==> config.mk <==
export PLATFORM = sky130hd
export DESIGN_NAME = mbr_seq
export DESIGN_NICKNAME = d
export VERILOG_FILES = /design/src/rtl/mbr_seq.sv
export SDC_FILE = /design/constraint.sdc
export NUM_CORES = 1
export LEC_CHECK = 0
export CAP_MARGIN = 20
export CELL_PAD_IN_SITES_DETAIL_PLACEMENT = 1
export CELL_PAD_IN_SITES_GLOBAL_PLACEMENT = 2
export CORE_UTILIZATION = 20
export CTS_CLUSTER_SIZE = 25
export DETAILED_ROUTE_END_ITERATION = 6
export HOLD_SLACK_MARGIN = 0.08
export PLACE_DENSITY = 0.81
export REMOVE_ABC_BUFFERS = 1
export SYNTH_ARGS = -nofsm -noshare
export SYNTH_HDL_FRONTEND = slang
export SYNTH_SLANG_ARGS = --single-unit
==> constraint.sdc <==
create_clock -name CLK -period 1.9 [get_ports CLK]
set_clock_uncertainty 0.05 [all_clocks]
set_input_delay 0.285 -clock CLK [delete_from_list [all_inputs] [get_ports CLK]]
set_output_delay 0.285 -clock CLK [all_outputs]
set_load 0.005 [all_outputs]
==> src/rtl/mbr_seq.sv <==
// Memory buffer register with a RAM access sequencer (IDLE/READ/WRITE).
// Define MBR_PARITY_EN to add RAM parity generation and checking.
module mbr_seq #(
    parameter int DATA_W  = 16,
    parameter int CON_W   = 32,
    parameter int RD_BIT  = 4,
    parameter int LDA_BIT = 11,
    parameter int WR_BIT  = 12,
    parameter int RD_WAIT = 1,
    parameter int WR_HOLD = 1
) (
    input  logic              CLK,
    input  logic              RST,
    input  logic [CON_W-1:0]  CON,
    input  logic [DATA_W-1:0] RAM_IN,
    input  logic [DATA_W-1:0] ACC_IN,
    output logic [DATA_W-1:0] MBR_OUT,
    output logic              R_W,
    output logic              MEM_EN,
    output logic              BUSY,
    output logic              DONE,
    output logic              DROPPED
`ifdef MBR_PARITY_EN
    ,
    input  logic              RAM_PAR_IN,
    output logic              RAM_PAR_OUT,
    output logic              PAR_ERR
`endif
);

    typedef enum logic [1:0] {IDLE, READ, WRITE} state_t;

    localparam logic [3:0] RD_LOAD = 4'(RD_WAIT - 1);
    localparam logic [3:0] WR_LOAD = 4'(WR_HOLD - 1);

    state_t            state, state_nxt;
    logic [3:0]        cnt, cnt_nxt;
    logic [DATA_W-1:0] mbr_nxt;
    logic              r_w_nxt, mem_en_nxt, busy_nxt, done_nxt, dropped_nxt;

    logic rd_cmd, lda_cmd, wr_cmd;
    assign rd_cmd  = CON[RD_BIT];
    assign lda_cmd = CON[LDA_BIT];
    assign wr_cmd  = CON[WR_BIT];

    // Only three CON bits are decoded; the rest are deliberately ignored.
    logic unused_con;
    assign unused_con = ^CON;

`ifdef MBR_PARITY_EN
    logic par_err_nxt;
    assign RAM_PAR_OUT = ^MBR_OUT;
`endif

    // NOTE: every next-value is defaulted before the case so no latch is inferred.
    always_comb begin
        state_nxt   = state;
        cnt_nxt     = cnt;
        mbr_nxt     = MBR_OUT;
        r_w_nxt     = R_W;
        mem_en_nxt  = MEM_EN;
        busy_nxt    = BUSY;
        done_nxt    = 1'b0;
        dropped_nxt = 1'b0;
`ifdef MBR_PARITY_EN
        par_err_nxt = PAR_ERR;
`endif
        case (state)
            IDLE: begin
                if (wr_cmd) begin
                    state_nxt   = WRITE;
                    cnt_nxt     = WR_LOAD;
                    r_w_nxt     = 1'b1;
                    mem_en_nxt  = 1'b1;
                    busy_nxt    = 1'b1;
                    // Forwarded ACC value is what gets written.
                    if (lda_cmd) mbr_nxt = ACC_IN;
                    dropped_nxt = rd_cmd;
                end else if (rd_cmd) begin
                    state_nxt   = READ;
                    cnt_nxt     = RD_LOAD;
                    r_w_nxt     = 1'b0;
                    mem_en_nxt  = 1'b1;
                    busy_nxt    = 1'b1;
                    dropped_nxt = lda_cmd;
                end else if (lda_cmd) begin
                    mbr_nxt  = ACC_IN;
                    done_nxt = 1'b1;
                end
            end
            READ: begin
                dropped_nxt = rd_cmd | lda_cmd | wr_cmd;
                if (cnt != 4'd0) begin
                    cnt_nxt = cnt - 4'd1;
                end else begin
                    state_nxt  = IDLE;
                    mbr_nxt    = RAM_IN;
                    mem_en_nxt = 1'b0;
                    busy_nxt   = 1'b0;
                    done_nxt   = 1'b1;
`ifdef MBR_PARITY_EN
                    par_err_nxt = (^RAM_IN) ^ RAM_PAR_IN;
`endif
                end
            end
            WRITE: begin
                dropped_nxt = rd_cmd | lda_cmd | wr_cmd;
                if (cnt != 4'd0) begin
                    cnt_nxt = cnt - 4'd1;
                end else begin
                    state_nxt  = IDLE;
                    r_w_nxt    = 1'b0;
                    mem_en_nxt = 1'b0;
                    busy_nxt   = 1'b0;
                    done_nxt   = 1'b1;
                end
            end
            default: state_nxt = IDLE;
        endcase
    end

    // NOTE: sequential state uses non-blocking assignments so all registers update together.
    always_ff @(posedge CLK or posedge RST) begin
        if (RST) begin
            state   <= IDLE;
            cnt     <= 4'd0;
            MBR_OUT <= '0;
            R_W     <= 1'b0;
            MEM_EN  <= 1'b0;
            BUSY    <= 1'b0;
            DONE    <= 1'b0;
            DROPPED <= 1'b0;
`ifdef MBR_PARITY_EN
            PAR_ERR <= 1'b0;
`endif
        end else begin
            state   <= state_nxt;
            cnt     <= cnt_nxt;
            MBR_OUT <= mbr_nxt;
            R_W     <= r_w_nxt;
            MEM_EN  <= mem_en_nxt;
            BUSY    <= busy_nxt;
            DONE    <= done_nxt;
            DROPPED <= dropped_nxt;
`ifdef MBR_PARITY_EN
            PAR_ERR <= par_err_nxt;
`endif
        end
    end

endmodule
==> metrics.yaml <==
drive_gt1_share_pct: 25.5
drt_iter0_markers: 77
antenna_found_initial: 0
port_buffers: 57
finalHoldViolCount: 0
r2r_cells: 6
tritoncts: "done"
clk_path_buf_depth: 2
fp-row-count: 33
via_count: 1697
yosysWarnings: 0
yosysTopAreaCellShare_pct: 38.3
grt_first_pass_wirelength_mm: 8.76
io_pins: 87
swShare_pct: 34.1
reg2reg_to: "MBR_OUT[9]"
r2r-start: "cnt[0]"
finish.net_count: 322
yosysMostFrequentCell: "dfrtp_1"
critPathCaptureType: "register"
cts_root_buf: "clkbuf_8"
synth_sequential_area_ratio_pct: 38.3
power_frac_comb_pct: 50.5
hp-class: "primary input to async pin"
core-area_sq_um: 8220
min_period_ns: 1.85
die_x_um: 94.1
ant_nets: 0
synth_area_sq_um: 1700
p_switching_uw: 915
setup_violations: 0
fin_hold_ws_ns: 0.315
critPathMaxFanout: 5
synth_area_per_cell_sq_um: 9.92
htree_levels: 1
fin_crit_sh_pct: 97.3
ir_worst_vdd_mv: 0.249
p_leak_uw: 0.00114
crit_path_max_incr_delay_ns: 0.60
globalplace.congestion: 0.793
cp.arrival_ns: 1.96
gr-usage-all-layers_pct: 12.7
drv_slew: 0
antenna_cells: 0
cts_made_buffers: 3
crit_chain: "inv_2 > ha_4 > buf_6 > or4b_2 > o32ai_2 > a221oi_1"
hold_buffers: 0
fin_util_pct: 33.5
status: "complete, no violations"
synth_common_cells: "dfrtp_1, inv_1, clkbuf_1"
grt_overflow: 0
initial_utilization_pct: 20.6
ys_top_cells_by_area: "dfrtp_1, ha_1, o32ai_1, a221oi_2, inv_1"
die_area_sq_um: 8860
dp.final_hpwl_mm: 3.86
tritoncts_num_sinks: 26
synth.largest_area_cell: "dfrtp_1"
drt-total-wl_mm: 5.64
synthArstFlopShare_pct: 100
crit_path_start_kind: "register"
max_freq_mhz: 541
p_int_uw: 1770
worstMarginPinSlew_ns: 0.478
routed_via_density: 4.82
rsz0062_at_grt: "no"
synth_ff_type: "dfrtp_1"
pwr-share-seq_pct: 35.2
maxCapViolCount: 0
netlist_instances: 171
cp.required_ns: 2.01
power_per_cell_area_nw_per_um2: 974
synthToLayoutAreaGrowth_pct: 62.5
worst_skew_pair.late_latency_ns: 0.28
ys_types: 38
grt_max_degree: 34
cp_slowest_cell: "or4b_2"
grt_pass1_vias: 1745
synth_edf_count: 0
synth_seq_cells: 26
clk_pin_slew_ns: 0.11
routedWlPerCell_um: 16.0
r2r_slack_ns: 0.05
remaining_drc_errors: 0
die_y_um: 94.1
drt_pass1_iterations: 4
slew_headroom_pct: 68.1
critical_path_class: "register to register"
clockPowerShare_pct: 14.3
## power by group through the flow
stage | combinational (uW) | sequential [uW] | clock, uW
after floorplan | 527 | 935 | 0
after global routing | 1480 | 975 | 413
final | 1360 | 944 | 384
after detailed placement | 1310 | 945 | 0
after CTS | 1320 | 943 | 398
after global placement | 1280 | 929 | 0
## flip-flops by register name, indices dropped and copies added, names as in the netlist
signal / count
DONE: 1
state: 2
R_W: 1
BUSY: 1
MBR_OUT: 16
cnt: 4
DROPPED: 1
## layer usage
metal / up-vias / share of wire (%) / GRT usage (%)
met5: - / 0 / 0
met4: 0 / 0.71 / 3.33
met3: 4 / 4.1 / 2.67
met2: 35 / 47 / 20.7
met1: 835 / 48 / 16.9
li1: 823 / - / -
## worst max path at each step
stage	from	end	slack (ns)	cells past startpoint
final	cnt[0]	MBR_OUT[9]	0.05	6
after global routing	state[1]	MBR_OUT[7]	0.002	6
after CTS	cnt[1]	MBR_OUT[12]	0.002	6
after detailed placement	cnt[0]	MBR_OUT[10]	-0.04	6
after global placement	cnt[0]	MBR_OUT[9]	0.03	6
after floorplan	state[1]	MBR_OUT[10]	-1.0	5
## cell usage in the layout (no fill, tap or decap), types with 2 or more instances in the layout
cell,synthesis,layout
nor2_1,2,2
nand3b_1,2,2
o311ai_0,2,2
a221oi_1,6,4
buf_12,0,3
o21ai_0,7,7
o32ai_2,0,7
o2bb2ai_1,5,5
inv_2,0,2
o221ai_1,2,2
a21oi_1,3,3
dfrtp_1,26,26
nor2b_1,5,5
clkbuf_8,0,4
nand3_1,2,2
o32ai_1,11,4
clkdlybuf4s50_1,0,57
inv_1,19,17
ha_1,8,6
or4b_4,0,4
nand2_1,4,4
or4b_1,6,6
nor4_1,11,11
buf_4,1,25
o22ai_1,4,3
or3b_2,2,2
a31oi_1,5,5
a221oi_2,5,7
buf_6,3,3
## kinds of logic (layout without fill, tap and decap cells)
group                      Yosys count  after routing  share of synthesized area, %
and+or+nand+nor                     44             44                          18.6
DFF                                 26             26                          38.3
adders and majority gates            8              8                          5.90
buffers and inverters               36            112                          9.59
AOI/OAI and AO/OA                   56             56                          27.0
muxes                                1              1                         0.590
## critical path: cells and delay by family, from the launching register on
family	cells	cell delay, ns
DFF	1	0.41
buffers and inverters	2	0.20
adders and majority gates	1	0.15
and+or+nand+nor	1	0.60
AOI/OAI and AO/OA	2	0.33
## layout make-up
type                       instances  area, sq um
fill                             921         5460
multi-input combinational        109          991
timing repair buffer              89          857
sequential                        26          651
tap                              105          131
inverter                          19         71.3
clock buffer                       4         55.1
## through the flow
step	area (sq um)	TNS [ns]	total power (uW)	instances	worst slack (ns)
floorplan	1610	-15.48	1460	154	-0.998
global placement	2530	0	2210	340	0.0345
detailed placement	2530	-0.0797	2250	340	-0.0408
CTS	2630	0	2660	345	0.00221
global route	2760	0	2870	352	0.00180
finish	2760	0	2680	352	0.0520
## timing repair
item / 4_1_cts / 5_1_grt
cloned: 0 / 1
pin swaps: 2 / 5
setup endpoints to repair: 6 / 16
resized for setup: 6 / 16
buffers inserted: 1 / 6
Note: power is estimated with default switching activity, not from simulation.
